### src/rtl/id_stim_pkg.sv
// Shared types and defaults for the instruction-decode stimulus sequencer.
// Holds the sequencer state encoding, the default boot PC and the PC helper.
package id_stim_pkg;

    localparam logic [63:0] BOOT_PC_DEFAULT = 64'h8000_0000;

    typedef enum logic [2:0] {
        IDLE  = 3'd0,
        FLUSH = 3'd1,
        RUN   = 3'd2,
        DRAIN = 3'd3,
        DONE  = 3'd4
    } state_e;

    // Entries are 4-byte instructions laid out contiguously from the base PC.
    function automatic logic [63:0] entry_pc(input logic [63:0] base, input logic [63:0] idx);
        return base + {idx[61:0], 2'b00};
    endfunction

endpackage

### src/rtl/id_stim_mem.sv
// Program store for the stimulus sequencer: one write port, one async read port.
// Contents are deliberately not reset so a loaded program survives a run abort.
module id_stim_mem #(
    parameter int DEPTH = 16,
    parameter int ILEN = 32,
    localparam int AW = $clog2(DEPTH)
) (
    input  logic            clk,
    input  logic            wr_en,
    input  logic [AW-1:0]   wr_addr,
    input  logic [ILEN-1:0] wr_data,
    input  logic [AW-1:0]   rd_addr,
    output logic [ILEN-1:0] rd_data
);

    logic [ILEN-1:0] mem [DEPTH];

    // Synchronous write of one program entry.
    always_ff @(posedge clk) begin
        if (wr_en) begin
            mem[wr_addr] <= wr_data;
        end
    end

    assign rd_data = mem[rd_addr];

endmodule

### src/rtl/id_stim_seq.sv
// Instruction-decode stimulus sequencer: plays a loaded program into a decode
// stage, counts issue acknowledgements and reports cycle/stall statistics.
// Optional feature: define ID_STIM_SEQ_TIMEOUT_EN to bound the DRAIN wait.
//
// Handshakes: an entry transfers on a rising edge where fetch_valid_o and
// fetch_ready_i are both 1; while valid is high and ready low, fetch_instr_o
// and fetch_pc_o hold their value. Valid never depends on ready. On the issue
// side issue_ack_o simply mirrors issue_valid_i while a run is active.
module id_stim_seq
    import id_stim_pkg::*;
#(
    parameter int          DEPTH   = 16,
    parameter int          ILEN    = 32,
    parameter logic [63:0] BOOT_PC = BOOT_PC_DEFAULT,
    parameter int          CNT_W   = 32,
    parameter int          TIMEOUT = 1024,
    localparam int         AW      = $clog2(DEPTH),
    localparam int         NW      = AW + 1
) (
    input  logic             clk_i,
    input  logic             rst_i,
    input  logic             start_i,
    input  logic [NW-1:0]    num_i,
    input  logic             wr_en_i,
    input  logic [AW-1:0]    wr_addr_i,
    input  logic [ILEN-1:0]  wr_instr_i,
    output logic             fetch_valid_o,
    output logic [ILEN-1:0]  fetch_instr_o,
    output logic [63:0]      fetch_pc_o,
    input  logic             fetch_ready_i,
    input  logic             issue_valid_i,
    output logic             issue_ack_o,
    output logic             flush_o,
    output logic             busy_o,
    output logic             done_o,
    output logic             timeout_o,
    output logic [CNT_W-1:0] cycles_o,
    output logic [CNT_W-1:0] stall_o,
    output logic [NW-1:0]    issued_o,
    output logic [2:0]       dbg_state
);

    state_e            state, state_nx;
    logic [NW-1:0]     num_q;
    logic [NW-1:0]     sent;
    logic [NW-1:0]     issued;
    logic [CNT_W-1:0]  cycles;
    logic [CNT_W-1:0]  stall;
    logic [NW-1:0]     num_clamped;
    logic [ILEN-1:0]   rd_data;
    logic              in_run;
    logic              active;
    logic              xfer;
    logic              ack;
    logic              issue_done;
    logic              launch;

    assign in_run      = (state == RUN);
    assign active      = (state == RUN) || (state == DRAIN);
    assign xfer        = in_run && fetch_ready_i;
    assign ack         = issue_valid_i && active;
    assign launch      = (state == IDLE) && start_i;
    assign num_clamped = (num_i > NW'(DEPTH)) ? NW'(DEPTH) : num_i;
    // Completion counts an ack landing in this very cycle.
    assign issue_done  = (issued == num_q) || (ack && ((issued + NW'(1)) == num_q));

    id_stim_mem #(
        .DEPTH(DEPTH),
        .ILEN (ILEN)
    ) u_mem (
        .clk    (clk_i),
        .wr_en  (wr_en_i && !busy_o),
        .wr_addr(wr_addr_i),
        .wr_data(wr_instr_i),
        .rd_addr(sent[AW-1:0]),
        .rd_data(rd_data)
    );

`ifdef ID_STIM_SEQ_TIMEOUT_EN
    localparam int TW = $clog2(TIMEOUT + 1);
    logic [TW-1:0] tcnt;
    logic          timeout_q;
    logic          timeout_hit;

    // Counts consecutive DRAIN cycles and latches the timeout flag until the next start.
    always_ff @(posedge clk_i or posedge rst_i) begin
        if (rst_i) begin
            tcnt      <= '0;
            timeout_q <= 1'b0;
        end else begin
            if (state == DRAIN) begin
                tcnt <= tcnt + TW'(1);
            end else begin
                tcnt <= '0;
            end
            if (launch) begin
                timeout_q <= 1'b0;
            end else if (timeout_hit) begin
                timeout_q <= 1'b1;
            end
        end
    end

    assign timeout_o = timeout_q;
`else
    assign timeout_o = 1'b0;
`endif

    // State register.
    always_ff @(posedge clk_i or posedge rst_i) begin
        if (rst_i) begin
            state <= IDLE;
        end else begin
            state <= state_nx;
        end
    end

    // Next-state selection.
    always_comb begin
        state_nx = state;
`ifdef ID_STIM_SEQ_TIMEOUT_EN
        timeout_hit = 1'b0;
`endif
        case (state)
            IDLE: begin
                if (start_i) begin
                    state_nx = FLUSH;
                end
            end
            FLUSH: begin
                state_nx = (num_q == '0) ? DONE : RUN;
            end
            RUN: begin
                if (xfer && ((sent + NW'(1)) == num_q)) begin
                    state_nx = DRAIN;
                end
            end
            DRAIN: begin
                if (issue_done) begin
                    state_nx = DONE;
                end
`ifdef ID_STIM_SEQ_TIMEOUT_EN
                else if (tcnt == TW'(TIMEOUT - 1)) begin
                    state_nx    = DONE;
                    timeout_hit = 1'b1;
                end
`endif
            end
            DONE: begin
                state_nx = IDLE;
            end
            default: begin
                state_nx = IDLE;
            end
        endcase
    end

    // Run bookkeeping: latched length, progress counters and statistics.
    always_ff @(posedge clk_i or posedge rst_i) begin
        if (rst_i) begin
            num_q  <= '0;
            sent   <= '0;
            issued <= '0;
            cycles <= '0;
            stall  <= '0;
        end else if (launch) begin
            num_q  <= num_clamped;
            sent   <= '0;
            issued <= '0;
            cycles <= '0;
            stall  <= '0;
        end else begin
            if (xfer) begin
                sent <= sent + NW'(1);
            end
            if (ack && (issued != num_q)) begin
                issued <= issued + NW'(1);
            end
            if (active && (cycles != '1)) begin
                cycles <= cycles + CNT_W'(1);
            end
            if (in_run && !fetch_ready_i && (stall != '1)) begin
                stall <= stall + CNT_W'(1);
            end
        end
    end

    // Output decode; fetch data is forced to zero outside RUN.
    always_comb begin
        fetch_valid_o = in_run;
        fetch_instr_o = '0;
        fetch_pc_o    = '0;
        if (in_run) begin
            fetch_instr_o = rd_data;
            fetch_pc_o    = entry_pc(BOOT_PC, 64'(sent));
        end
    end

    assign issue_ack_o = ack;
    assign flush_o     = (state == FLUSH);
    assign busy_o      = (state == FLUSH) || active;
    assign done_o      = (state == DONE);
    assign cycles_o    = cycles;
    assign stall_o     = stall;
    assign issued_o    = issued;
    assign dbg_state   = state;

endmodule

### config.mk
export PLATFORM = sky130hd
export DESIGN_NAME = id_stim_seq
export DESIGN_NICKNAME = d
export VERILOG_FILES = /design/src/rtl/id_stim_pkg.sv /design/src/rtl/id_stim_mem.sv /design/src/rtl/id_stim_seq.sv
export SDC_FILE = /design/constraint.sdc
export NUM_CORES = 1
export LEC_CHECK = 0
export BUFFER_PORTS_ARGS = -buffer_cell sky130_fd_sc_hd__clkbuf_2
export CORE_MARGIN = 5
export CORE_UTILIZATION = 40
export CTS_CLUSTER_SIZE = 8
export DETAILED_ROUTE_END_ITERATION = 6
export SYNTH_ARGS = -nofsm -noshare
export SYNTH_HDL_FRONTEND = slang
export SYNTH_SLANG_ARGS = --single-unit
### constraint.sdc
create_clock -name clk_i -period 5.6 [get_ports clk_i]
set_input_delay 0 -clock clk_i [delete_from_list [all_inputs] [get_ports clk_i]]
set_output_delay 0 -clock clk_i [all_outputs]
set_load 0.03 [all_outputs]
-- After elaboration in Yosys (flattened, before gate mapping)
Memories as Yosys holds them, arrays and structs flattened.
Cells that the tools add are included.
- equality and inequality tests: 13
- add/subtract/negate cells: 5
- muxes and demuxes: 18
- order comparisons: 1
- reductions and logical operators: 22
- operators with widths (kind ; count):
    two-way mux 32 bit ; 5
    adder 32 x 1 -> 32 bit (second input constant) ; 2
    inequality test 32 bit (second input constant) ; 2
    adder 32 x 7 -> 33 bit (first input constant) ; 1
    two-way mux 33 bit ; 1
    two-way mux 5 bit ; 5
    equality test 5 bit ; 3
    two-way mux 3 bit ; 4
    one-hot mux 3 bit (4 select lines) ; 1
    adder 5 x 1 -> 5 bit (second input constant) ; 2
    logical AND 1 bit ; 10
    nonzero test 2 bit ; 4
    equality test 3 x 2 -> 1 bit (second input constant) ; 2
    greater-than comparator 5 bit (second input constant) ; 1
    zero test 5 bit ; 1
    inequality test 5 bit ; 1
    inequality test 2 bit (second input constant) ; 2
    equality test 3 x 1 -> 1 bit (second input constant) ; 1
    equality test 3 bit (second input constant) ; 1
    zero test 3 bit ; 1
    logical OR 1 bit ; 3
    AND reduction 3 bit ; 1
    zero test 1 bit ; 2
    two-way mux 1 bit ; 2
    inequality test 2 x 1 -> 1 bit (second input constant) ; 1
- RAM bits: 512
- register bits after elaboration: 82
- memories: 1
- output and inout bits: 174
- word-level logic and storage cells: 66
- memories (name ; words ; width ; read ports ; clocked after Yosys merged registers in ; wr ports ; RTL line ; text):
    u_mem.mem ; 16 ; 32 ; 1 ; 0 ; 1 ; id_stim_mem.sv:16 ; logic [ILEN-1:0] mem [DEPTH];

-- Longest topological paths before layout
Gate-level depths: netlist of the first run.
- depth after elaboration: 7
- mapped depth: 8
- mapped depth without buffers: 6

-- By module
Synthesis of the first run repeated with hierarchy kept, for this count alone.
- cells, all modules: 1420
- area total of the unflattened synthesis: 24616.1 um^2
- modules (own cells, without submodules) (module ; area an instance (um^2) ; instances ; cells an instance):
    id_stim_mem ; 19213.4 ; 1 ; 806
    id_stim_seq ; 5402.7 ; 1 ; 614

-- Worst setup path after synthesis of the first run
No wires, ideal clock.
- path kind: register to register
- start point: register state[1] (netlist: dbg_state[1])
- end point: memory u_mem.mem[0][0] (enable)
- stages on the path, launching flop included: 6
- path slack: 1.517 ns
- arrival: 3.621 ns
- library setup time: 0.461 ns
- required time: 5.139 ns
- cell sequence: dfrtp_1 buf_2 nor2_1 o21ai_0 or3_1 nor3_1
- word-level cells in the longest chain between the ends: 7
- elaborated cells between the ends (all ways): 9
- classes of those cells: eq/ne (3); mux (2); reduce/logical (4)
- ends and longest elaborated chain (what ; RTL line ; text):
    from (decl) ; id_stim_seq.sv:43 ; state_e state, state_nx;
    from (signal assigned) ; id_stim_seq.sv:114 ; state <= state_nx;
    equality test 3 x 2 -> 1 bit ; id_stim_seq.sv:59 ; assign active = (state == RUN) || (state == DRAIN);
    logical OR 1 bit ; id_stim_seq.sv:59 ;
    logical OR 1 bit (*) ; id_stim_seq.sv:201 ; assign busy_o = (state == FLUSH) || active;
    zero test 1 bit (*) ; id_stim_seq.sv:72 ; .wr_en (wr_en_i && !busy_o),
    logical AND 1 bit (*) ; id_stim_seq.sv:72 ;
    two-way mux 1 bit (*) ; id_stim_mem.sv:20 ; if (wr_en) begin
    two-way mux 1 bit (not written as such) (*) ; id_stim_mem.sv:21 ; mem[wr_addr] <= wr_data;
    to (decl) ; id_stim_mem.sv:16 ;
Every way passes the cells marked *; elsewhere a longest branch is shown, timed or not.

-- Worst setup path in the final report of the first run
- start point: register sent[0]
- end point: output port fetch_instr_o[0]
- word-level cells in the longest chain between the ends: 2
- ends and longest elaborated chain (what ; RTL line ; text):
    from (decl) ; id_stim_seq.sv:45 ; logic [NW-1:0] sent;
    from (signal assigned) ; id_stim_seq.sv:174 ; sent <= sent + NW'(1);
    memory (16 x 32 bit) ; -- ;
    two-way mux 32 bit ; id_stim_seq.sv:193 ; if (in_run) begin
    to (decl) ; id_stim_seq.sv:28 ; output logic [ILEN-1:0] fetch_instr_o,
Every way passes these cells.

==> results.sh, run 1 <==
export IMPL_ys_flop_type="edfxtp_1"
export IMPL_clock_tree_root_cell="clkbuf_16"
export IMPL_min_period_ns=3.58
export IMPL_synth_compound_area_frac=0.0271
export IMPL_hold_viol=0
export IMPL_antenna_found_initial=4
export IMPL_cts_tree="built"
export IMPL_final_period_utilization=0.639
export IMPL_critPathLaunchType="flip-flop"
export IMPL_dieArea_um2=66600
export IMPL_grt_max_degree=130
export IMPL_final_nets=1663
export IMPL_rows=91
export IMPL_synth_simple_area_share=0.0686
export IMPL_initial_utilization=0.401
export IMPL_overflow=0
export IMPL_via_count=13400
export IMPL_io_pins=221
export IMPL_io_buffers=161
export IMPL_clk_latency_ns=0.60
export IMPL_syn_cell_area_um2=24600
export IMPL_hold_path_class="in2reg"
export IMPL_peakVddDrop_mv=0.333
export IMPL_fmax_ghz=0.280
export IMPL_synth_fa_ha_area_frac=0.00203
export IMPL_ys_types=52
export IMPL_setup_viol=0
export IMPL_grt_pass1_wl_mm=87.3
export IMPL_synth_edf_count=512
export IMPL_viasPerCell=5.55
export IMPL_status="completed"
export IMPL_crit_arrival_ns=3.58
export IMPL_grt_pass1_vias=13600
export IMPL_clock_sinks=594
export IMPL_power_density_nw_per_um2=442
export IMPL_drive_gt1_frac=0.289
export IMPL_worstPathRequired_ns=5.60
export IMPL_rsz0062_at_grt="no"
export IMPL_dp_hpwl_mm=32.6
export IMPL_max_cap_violations=0
export IMPL_die_height_um=258
export IMPL_r2r_slack_ns=2.37
export IMPL_synth_xor_area_frac=0.00818
export IMPL_wl_per_cell_um=24.1
export IMPL_synth_largest_area_cell="edfxtp_1"
export IMPL_ys_seq_area_frac=0.708
export IMPL_ctsHtreeMaxLevel=3
export IMPL_finalSetupTns_ns=0
export IMPL_grt_use_total=0.173
export IMPL_maxSlewViolCount=0
export IMPL_ys_top_cells_by_area="edfxtp_1 (62%), mux4_2 (15%), dfrtp_1 (8.3%), buf_4 (1.9%), and2_1 (1.0%)"
export IMPL_ys_ff_latch=594
export IMPL_max_slew_margin=0.242
export IMPL_syn_inst=1364
export IMPL_clockBufferDepth=3
export IMPL_die_x_um=258
export IMPL_gp_congestion=0.835
export IMPL_path_clk_slew_ns=0.05
export IMPL_diodes=0
export IMPL_p_total_w=0.0128
export IMPL_ys_warn_count=0
export IMPL_ant_nets=0
export IMPL_drtPass1Iterations=7
export IMPL_async_flop_share=0.138
export IMPL_yosysMostFrequentCell="edfxtp_1"
export IMPL_numCtsBuffers=84
export IMPL_drt_initial_drc_count=1256
export IMPL_power_leakage_nw=9.85
export IMPL_drc_errors=0
export IMPL_synth_mux_area_fraction=0.153
export IMPL_drt_total_wl_mm=58.3
export IMPL_areaGrowthSynthToFinish_pct=17.8
export IMPL_clock_skew_final_ns=0.0286
export IMPL_cp_max_fo=86
export IMPL_core_um2=61400
export IMPL_ys_top_cells_by_count="edfxtp_1 (512), mux4_2 (160), dfrtp_1 (82), buf_4 (62), nand2_1 (58)"
export IMPL_synth_top_family_by_area="multiplexers"
export IMPL_worstSetupPathType="reg2out"
export IMPL_avgSynthCellArea_um2=18.0
export IMPL_synth_top_area_frac=0.625
export IMPL_worst_slew_pin_slew_ns=1.13
export IMPL_crit_path_end_kind="output port"
## cell usage in the layout (no fill, tap or decap), types with 12 or more instances in the layout
cell | netlist | layout
a21oi_1 | 41 | 41
and2_1 | 41 | 41
buf_4 | 62 | 26
clkbuf_1 | 41 | 12
clkbuf_16 | 0 | 85
clkbuf_2 | 1 | 161
conb_1 | 1 | 59
dfrtp_1 | 82 | 79
dlygate4sd3_1 | 0 | 42
edfxtp_1 | 512 | 512
inv_1 | 15 | 14
mux2i_1 | 16 | 16
mux4_2 | 160 | 160
nand2_1 | 58 | 58
nand3_1 | 34 | 34
nand4_1 | 26 | 26
nor2_1 | 48 | 35
nor2_4 | 0 | 13
nor3_1 | 21 | 16
o21ai_0 | 28 | 28
o31ai_1 | 20 | 20
or3_1 | 26 | 26
or4_1 | 19 | 19
xnor2_1 | 18 | 18
## worst paths after layout
| path | cells after the start | from | endpoint |
|---|---|---|---|
| worst max-delay path | 5 | sent[0] | fetch_instr_o[0] |
| worst min-delay path | 3 | wr_addr_i[2] | u_mem.mem[0][7] |
| worst max register to register | 5 | dbg_state[0] | u_mem.mem[4][3] |
| min in group asynchronous | 4 | rst_i | cycles_o[9] |
| worst min register to register | 1 | stall_o[6] | stall_o[6] |
| max in group asynchronous | 4 | rst_i | sent[1] |
## through the flow
stage,hold slack (ns),utilization,cells,setup WS (ns),cell area [um2]
2_1_floorplan,0.0989,-,1422,1.52,24800
3_3_place_gp,0.253,0.428,2274,2.45,26300
3_5_place_dp,0.268,0.428,2274,2.35,26300
4_1_cts,0.204,0.472,2421,1.93,29000
5_1_grt,0.229,0.472,2421,1.77,29000
6_report,0.233,0.472,2421,2.02,29000
## per-layer routing
metal,GRT usage,part of all wire
met1,0.254,0.44
met2,0.271,0.48
met3,0.0378,0.068
met4,0.0353,0.014
met5,0,0.00074
## where the power goes
part / switching, W / leakage, nW / internal [W]
combinational: 0.00181 / 3.00 / 0.00135
clock: 0.00179 / 1.12 / 0.00271
sequential: 0.000181 / 5.73 / 0.00498
## critical path: stages (launching register included)
cell and delay, ns:
dfrtp_4 0.73, buf_12 0.59, mux4_2 0.63, mux4_2 0.48, and2_1 0.17, clkbuf_2 0.23
## sequential cells by signal (all words and copies together) (netlist names)
name       cells
cycles_o      32
dbg_state      3
issued_o       5
num_q          5
sent           5
stall_o       32
u_mem.mem    512
## final cells by class
type / instances / area [um2]
clock inverters: 8 / 140
repair buffers: 231 / 1460
fillers: 5112 / 32400
clock buffers: 97 / 2170
multi-input cells: 685 / 6730
inverters: 16 / 61.3
well taps: 790 / 988
flip-flops and latches: 594 / 17400
## what timing repair did
item | 4_1_cts | 5_1_grt
hold endpoints to repair | 618 | 0
gates resized for setup | 0 | 0
hold buffers | 42 | 0
setup endpoints to repair | 0 | 0
buffers inserted | 0 | 0
## cell families (layout without fill, tap and decap cells)
| logic type | after synthesis | in the layout |
|---|---|---|
| buffers and inverters | 143 | 352 |
| AO/OA/AOI/OAI | 110 | 110 |
| XOR/XNOR | 23 | 23 |
| multiplexers | 177 | 177 |
| flip-flops | 594 | 594 |
| other | 1 | 59 |
| AND/OR/NAND/NOR | 312 | 312 |
| adder cells (fa/ha/maj) | 4 | 4 |
(Power assumes the default switching activity.)
==> run 2: changes to the inputs <==
==> constraint.sdc (replaced) <==
create_clock -name clk_i -period 2.9 [get_ports clk_i]
set_input_delay 0 -clock clk_i [delete_from_list [all_inputs] [get_ports clk_i]]
set_output_delay 0 -clock clk_i [all_outputs]
set_load 0.03 [all_outputs]
==> run 2 against run 1 <==
  * Cell count up 2.0%
  * Critical path type unchanged
  * Count of clock-buffer cells in the layout grew 8
  * Flip-flop and latch count stayed put
  * First-iteration DRC count fell by 10%
  * Total power increased by 100%
  * Clock skew rose by 0.0078 ns
  * Final area up 3.7%
  * Worst hold slack worse by 0.085 ns
  * Non-clock buffer count increased by 41
==> results.sh, run 2 (same netlist as run 1, synthesis figures left out) <==
export IMPL_crit_chain="buf_6 > buf_12 > buf_16 > mux4_2 > mux4_2 > and2_4 > clkbuf_8"
export IMPL_numCtsBuffers=84
export IMPL_status="completed"
export IMPL_power_leakage_nw=10.3
export IMPL_dp_cells=2293
export IMPL_crit_slowest_cell="mux4_2"
export IMPL_ant_nets=0
export IMPL_drtPass1Iterations=5
export IMPL_critical_path_max_stage_delay_ns=0.50
export IMPL_antenna_found_initial=2
export IMPL_drive_gt1_frac=0.310
export IMPL_io_pins=221
export IMPL_setup_viol=0
export IMPL_peakVddDrop_mv=0.597
export IMPL_final_common_cell="edfxtp_1"
export IMPL_min_delay_start="wr_addr_i[3]"
export IMPL_grt_pass1_wl_mm=88.2
export IMPL_clock_tree_root_cell="clkbuf_16"
export IMPL_crit_path_end_kind="output port"
export IMPL_final_cells=2470
export IMPL_drc_errors=0
export IMPL_fmax_ghz=0.353
export IMPL_worst_slew_pin_slew_ns=1.02
export IMPL_r2r_end="u_mem.mem[0][11]"
export IMPL_cts_tree="built"
export IMPL_drt_initial_drc_count=1129
export IMPL_reg2regPathDepth=5
export IMPL_worstPathRequired_ns=2.90
export IMPL_hold_viol=0
export IMPL_initial_utilization=0.401
export IMPL_largest_reg_flops=512
export IMPL_r2r_slack_ns=0.37
export IMPL_num_fill_cells=5050
export IMPL_path_clk_slew_ns=0.05
export IMPL_core_um2=61400
export IMPL_die_x_um=258
export IMPL_rsz0062_at_grt="yes"
export IMPL_final_period_utilization=0.978
export IMPL_via_count=13600
export IMPL_final_nets=1704
export IMPL_wl_per_cell_um=24.2
export IMPL_ctsHtreeMaxLevel=3
export IMPL_rows=91
export IMPL_detailed_place_area_um2=26700
export IMPL_viasPerCell=5.51
export IMPL_power_density_nw_per_um2=863
export IMPL_min_period_ns=2.84
export IMPL_path_delay_family="multiplexers"
export IMPL_final_util=0.490
export IMPL_grt_use_total=0.175
export IMPL_gp_congestion=0.827
export IMPL_clock_sinks=594
export IMPL_clockBufferDepth=3
export IMPL_mostFrequentLayoutCells="edfxtp_1 (512), mux4_2 (160), clkbuf_2 (142)"
export IMPL_critical_path_most_common_cell="mux4_2"
export IMPL_areaGrowthSynthToFinish_pct=22.1
export IMPL_regMostFlops="u_mem.mem"
export IMPL_worstSetupPathType="reg2out"
export IMPL_crit_arrival_ns=2.84
export IMPL_clk_latency_ns=0.61
export IMPL_maxSlewViolCount=0
export IMPL_p_total_w=0.0259
export IMPL_dp_hpwl_mm=32.1
export IMPL_overflow=0
export IMPL_clock_skew_final_ns=0.0364
export IMPL_max_slew_margin=0.319
export IMPL_dieArea_um2=66600
export IMPL_path_buf_inv=4
export IMPL_critPathLaunchType="flip-flop"
export IMPL_cp_max_fo=6
export IMPL_drt_total_wl_mm=59.8
export IMPL_io_buffers=161
export IMPL_final_area_um2=30100
export IMPL_max_cap_violations=0
export IMPL_finalSetupTns_ns=0
export IMPL_grt_max_degree=40
export IMPL_grt_pass1_vias=13800
export IMPL_timing_hold_worst_endpoint="u_mem.mem[0][7]"
export IMPL_die_height_um=258
export IMPL_hold_path_class="in2reg"
export IMPL_whs_path_depth=3
export IMPL_r2r_start="dbg_state[0]"
## run 2: area by class of cell
| class | count | area (um2) | area share |
|---|---|---|---|
| inverter | 16 | 61.3 | 0.00204 |
| tap | 790 | 988 | 0.0329 |
| clock buffer | 105 | 2250 | 0.0750 |
| timing repair buffer | 272 | 2430 | 0.0810 |
| antenna | 4 | 10.0 | 0.000333 |
| clock inverter | 4 | 95.1 | 0.00316 |
| multi-input combinational | 685 | 6790 | 0.226 |
| sequential | 594 | 17400 | 0.580 |
## run 2: how the worst max path moves through the flow
stage | startpoint | end | slack, ns | depth (start not counted)
after floorplan | dbg_state[1] | u_mem.mem[8][0] | -0.33 | 5
after detailed placement | dbg_state[0] | u_mem.mem[0][15] | 0.42 | 5
after global routing | sent[0] | fetch_instr_o[13] | -0.02 | 7
after CTS | sent[0] | fetch_instr_o[7] | -0.02 | 7
after global placement | stall_o[16] | stall_o[13] | 0.52 | 6
final | sent[0] | fetch_instr_o[14] | 0.06 | 7
## run 2: metal layers
metal / vias to the layer above / wire length [um] / global-route usage
met4: 0 / 936 / 0.0363
met5: - / 0 / 0
met3: 74 / 4270 / 0.0373
met1: 7099 / 25600 / 0.246
li1: 5966 / - / -
met2: 470 / 29000 / 0.287
## run 2: report_power, final
part | switching, W | leakage (nW) | internal (W)
Combinational | 0.00380 | 3.42 | 0.00350
Sequential | 0.000316 | 5.73 | 0.00961
Clock | 0.00336 | 1.14 | 0.00537
## run 2: worst reg2reg max path, cell delays in order (launching register included)
cell	delay, ns
dfrtp_1	0.54
nor2_1	0.33
o21ai_0	0.20
or3_1	0.54
nor3_4	0.25
buf_4	0.35
## run 2: per-stage QoR
stage / hold slack [ns] / setup WS (ns)
global placement: -0.00609 / 0.521
global route: 0.125 / -0.0207
CTS: 0.106 / -0.0177
finish: 0.149 / 0.0634
detailed placement: -0.00317 / 0.424
floorplan: 0.0989 / -0.325
## run 2: timing repair
| item | 4_1_cts | 5_1_grt |
|---|---|---|
| endpoints found under the hold margin | 623 | 0 |
| hold buffers | 47 | 0 |
| gates cloned | 5 | 5 |
| pin swaps | 0 | 0 |
| gates resized for setup | 28 | 40 |
| setup buffers | 7 | 0 |
| setup endpoints to repair | 30 | 24 |
==> run 3: changes to the inputs <==
--- a/config.mk
+++ b/config.mk
@@ -5,6 +5,7 @@
 export SDC_FILE = /design/constraint.sdc
 export NUM_CORES = 1
 export LEC_CHECK = 0
+export ABC_AREA = 1
 export BUFFER_PORTS_ARGS = -buffer_cell sky130_fd_sc_hd__clkbuf_2
 export CORE_MARGIN = 5
 export CORE_UTILIZATION = 40
==> run 3 against run 2 <==
  * Routed wire length is 21% higher
  * Register-to-register slack worse by 0.07 ns
  * Count of clock-buffer cells in the layout is 6 lower
  * Cell count is 41% higher
==> results.sh, run 3 <==
export IMPL_status="completed"
export IMPL_async_flop_share=0.138
export IMPL_synth_edf_count=512
export IMPL_antenna_found_initial=1
export IMPL_largest_reg_flops=512
export IMPL_mostFrequentLayoutCells="edfxtp_1 (512), nor2_1 (431), nand2_1 (270)"
export IMPL_min_period_ns=2.81
export IMPL_final_util=0.472
export IMPL_ys_ff_latch=594
export IMPL_dieArea_um2=70900
export IMPL_worst_slew_pin_slew_ns=1.06
export IMPL_final_period_utilization=0.969
export IMPL_worstSetupPathType="reg2out"
export IMPL_wl_per_cell_um=20.9
export IMPL_detailed_place_area_um2=28000
export IMPL_drive_gt1_frac=0.158
export IMPL_internal_power_w=0.0170
export IMPL_ys_top_cells_by_count="edfxtp_1 (512), nor2_1 (447), nand2_1 (270), o21ai_0 (246), nand3_1 (109)"
export IMPL_crit_slowest_cell="dfrtp_4"
export IMPL_power_density_nw_per_um2=853
export IMPL_grt_use_total=0.195
export IMPL_clockBufferDepth=3
export IMPL_cp_max_fo=37
export IMPL_final_area_um2=30900
export IMPL_gp_congestion=0.894
export IMPL_viasPerCell=5.45
export IMPL_die_height_um=266
export IMPL_num_fill_cells=5931
export IMPL_max_slew_margin=0.290
export IMPL_grt_pass1_wl_mm=109
export IMPL_yosysMostFrequentCell="edfxtp_1"
export IMPL_clkPwrFrac=0.334
export IMPL_hold_viol=0
export IMPL_maxSlewViolCount=0
export IMPL_critical_path_most_common_cell="o211ai_1"
export IMPL_synth_largest_area_cell="edfxtp_1"
export IMPL_clock_sinks=594
export IMPL_initial_utilization=0.402
export IMPL_fmax_ghz=0.356
export IMPL_critPathLaunchType="flip-flop"
export IMPL_ys_warn_count=0
export IMPL_worstPathRequired_ns=2.90
export IMPL_crit_path_end_kind="output port"
export IMPL_p_comb_frac=0.283
export IMPL_rows=94
export IMPL_clk_latency_ns=0.64
export IMPL_dp_hpwl_mm=42.6
export IMPL_path_buf_inv=3
export IMPL_final_common_cell="edfxtp_1"
export IMPL_drt_total_wl_mm=72.5
export IMPL_setup_viol=0
export IMPL_ys_seq_area_frac=0.664
export IMPL_overflow=0
export IMPL_numCtsBuffers=84
export IMPL_clock_skew_final_ns=0.0397
export IMPL_core_um2=65400
export IMPL_place_ws_ns=0.465
export IMPL_drc_errors=0
export IMPL_io_buffers=161
export IMPL_regMostFlops="u_mem.mem"
export IMPL_via_count=18900
export IMPL_setup_ws_ns=0.0903
export IMPL_power_leakage_nw=11.0
export IMPL_avgSynthCellArea_um2=11.1
export IMPL_ys_flop_type="edfxtp_1"
export IMPL_clock_tree_root_cell="clkbuf_16"
export IMPL_ctsHtreeMaxLevel=3
export IMPL_grt_pass1_vias=18200
export IMPL_p_total_w=0.0263
export IMPL_whs_ns=0.0894
export IMPL_drtPass1Iterations=6
export IMPL_switching_share=0.354
export IMPL_critical_path_max_stage_delay_ns=0.55
export IMPL_synth_top_area_frac=0.585
export IMPL_ys_top_cells_by_area="edfxtp_1 (59%), dfrtp_1 (7.8%), nor2_1 (6.4%), o21ai_0 (4.7%), nand2_1 (3.9%)"
export IMPL_drt_initial_drc_count=1916
export IMPL_rsz0062_at_grt="no"
export IMPL_crit_arrival_ns=2.81
export IMPL_grt_max_degree=145
export IMPL_syn_inst=2372
export IMPL_p_sw_w=0.00933
export IMPL_cts_tree="built"
export IMPL_peakVddDrop_mv=0.526
export IMPL_ys_types=44
export IMPL_die_x_um=266
export IMPL_ant_nets=0
export IMPL_crit_chain="inv_6 > buf_12 > o21ai_0 > o211ai_1 > o211ai_1 > a21oi_1 > clkbuf_2"
export IMPL_path_clk_slew_ns=0.05
export IMPL_io_pins=221
export IMPL_path_delay_family="compound AO/OA/AOI/OAI gates"
export IMPL_final_nets=2640
export IMPL_pwr_share_seq=0.383
export IMPL_areaGrowthSynthToFinish_pct=17.5
export IMPL_hold_path_class="in2async"
export IMPL_syn_cell_area_um2=26300
export IMPL_max_cap_violations=0
-- run 3: changes by cell type after synthesis, moves of 55 or more --
cell / change
nand3_1: +75
nor2_1: +399
nand2_1: +212
o21ai_0: +218
o211ai_1: +104
o21ai_1: +55
inv_1: +69
mux4_2: -160
-- run 3: what timing repair did --
item,4_1_cts,5_1_grt
hold buffers,45,0
buffers inserted,0,4
resized for setup,3,5
endpoints found under the hold margin,599,0
endpoints found under the setup margin,6,31
cloned,0,2
pin swaps,0,0
-- run 3: power by group through the flow --
stage	clock [W]	combinational (W)	sequential (W)
after global placement	0	0.00711	0.0102
after floorplan	0	0.00504	0.0102
after CTS	0.00896	0.00732	0.0101
final	0.00879	0.00745	0.0101
after global routing	0.00933	0.00812	0.0101
after detailed placement	0	0.00722	0.0102
-- run 3: worst min-delay path: stages --
cell and delay [ns]:
dlygate4sd3_1 0.53, clkbuf_2 0.11, clkinv_2 0.58
-- run 3: cell families after synthesis --
| group | after synthesis | share of synthesized area |
|---|---|---|
| and+or+nand+nor | 938 | 0.152 |
| other | 1 | 0.000143 |
| xor gates and xnor gates | 31 | 0.0103 |
| adders and majority gates | 4 | 0.00191 |
| buffers and inverters | 292 | 0.0578 |
| AOI/OAI and AO/OA | 512 | 0.114 |
| DFF | 594 | 0.664 |
-- run 3: layout make-up --
cell class	instances	area [um2]	share of cell area
antenna	1	2.50	0.0000811
multi-input combinational	1544	7660	0.248
clock inverter	7	139	0.00450
timing repair buffer	261	1910	0.0620
tap	864	1080	0.0350
inverter	104	425	0.0138
clock buffer	99	2190	0.0710
sequential	594	17400	0.565
-- run 3: through the flow --
| step | TNS, ns | std cells |
|---|---|---|
| finish | 0 | 3474 |
| global route | 0 | 3473 |
| detailed placement | 0 | 3316 |
| CTS | -0.0545 | 3467 |
| global placement | 0 | 3316 |
| floorplan | -75.20 | 2430 |
-- run 3: final timing paths --
kind	end	slack [ns]	startpoint	cells past startpoint
hold / removal	issued_o[0]	0.09	rst_i	3
setup / recovery	fetch_instr_o[0]	0.09	sent[1]	7
setup reg to reg	num_q[0]	0.30	dbg_state[1]	7
max in group asynchronous	stall_o[25]	1.99	rst_i	4
hold reg to reg	stall_o[31]	0.56	stall_o[31]	2
min in group clk_i	u_mem.mem[15][12]	0.24	wr_addr_i[0]	4
-- run 3: layer usage --
| metal | GRT usage | up-vias | share of wire |
|---|---|---|---|
| met4 | 0.0579 | 2 | 0.027 |
| met5 | 0 | - | 0.00017 |
| met3 | 0.0353 | 126 | 0.070 |
| li1 | - | 8715 | - |
| met2 | 0.316 | 728 | 0.48 |
| met1 | 0.270 | 9351 | 0.43 |
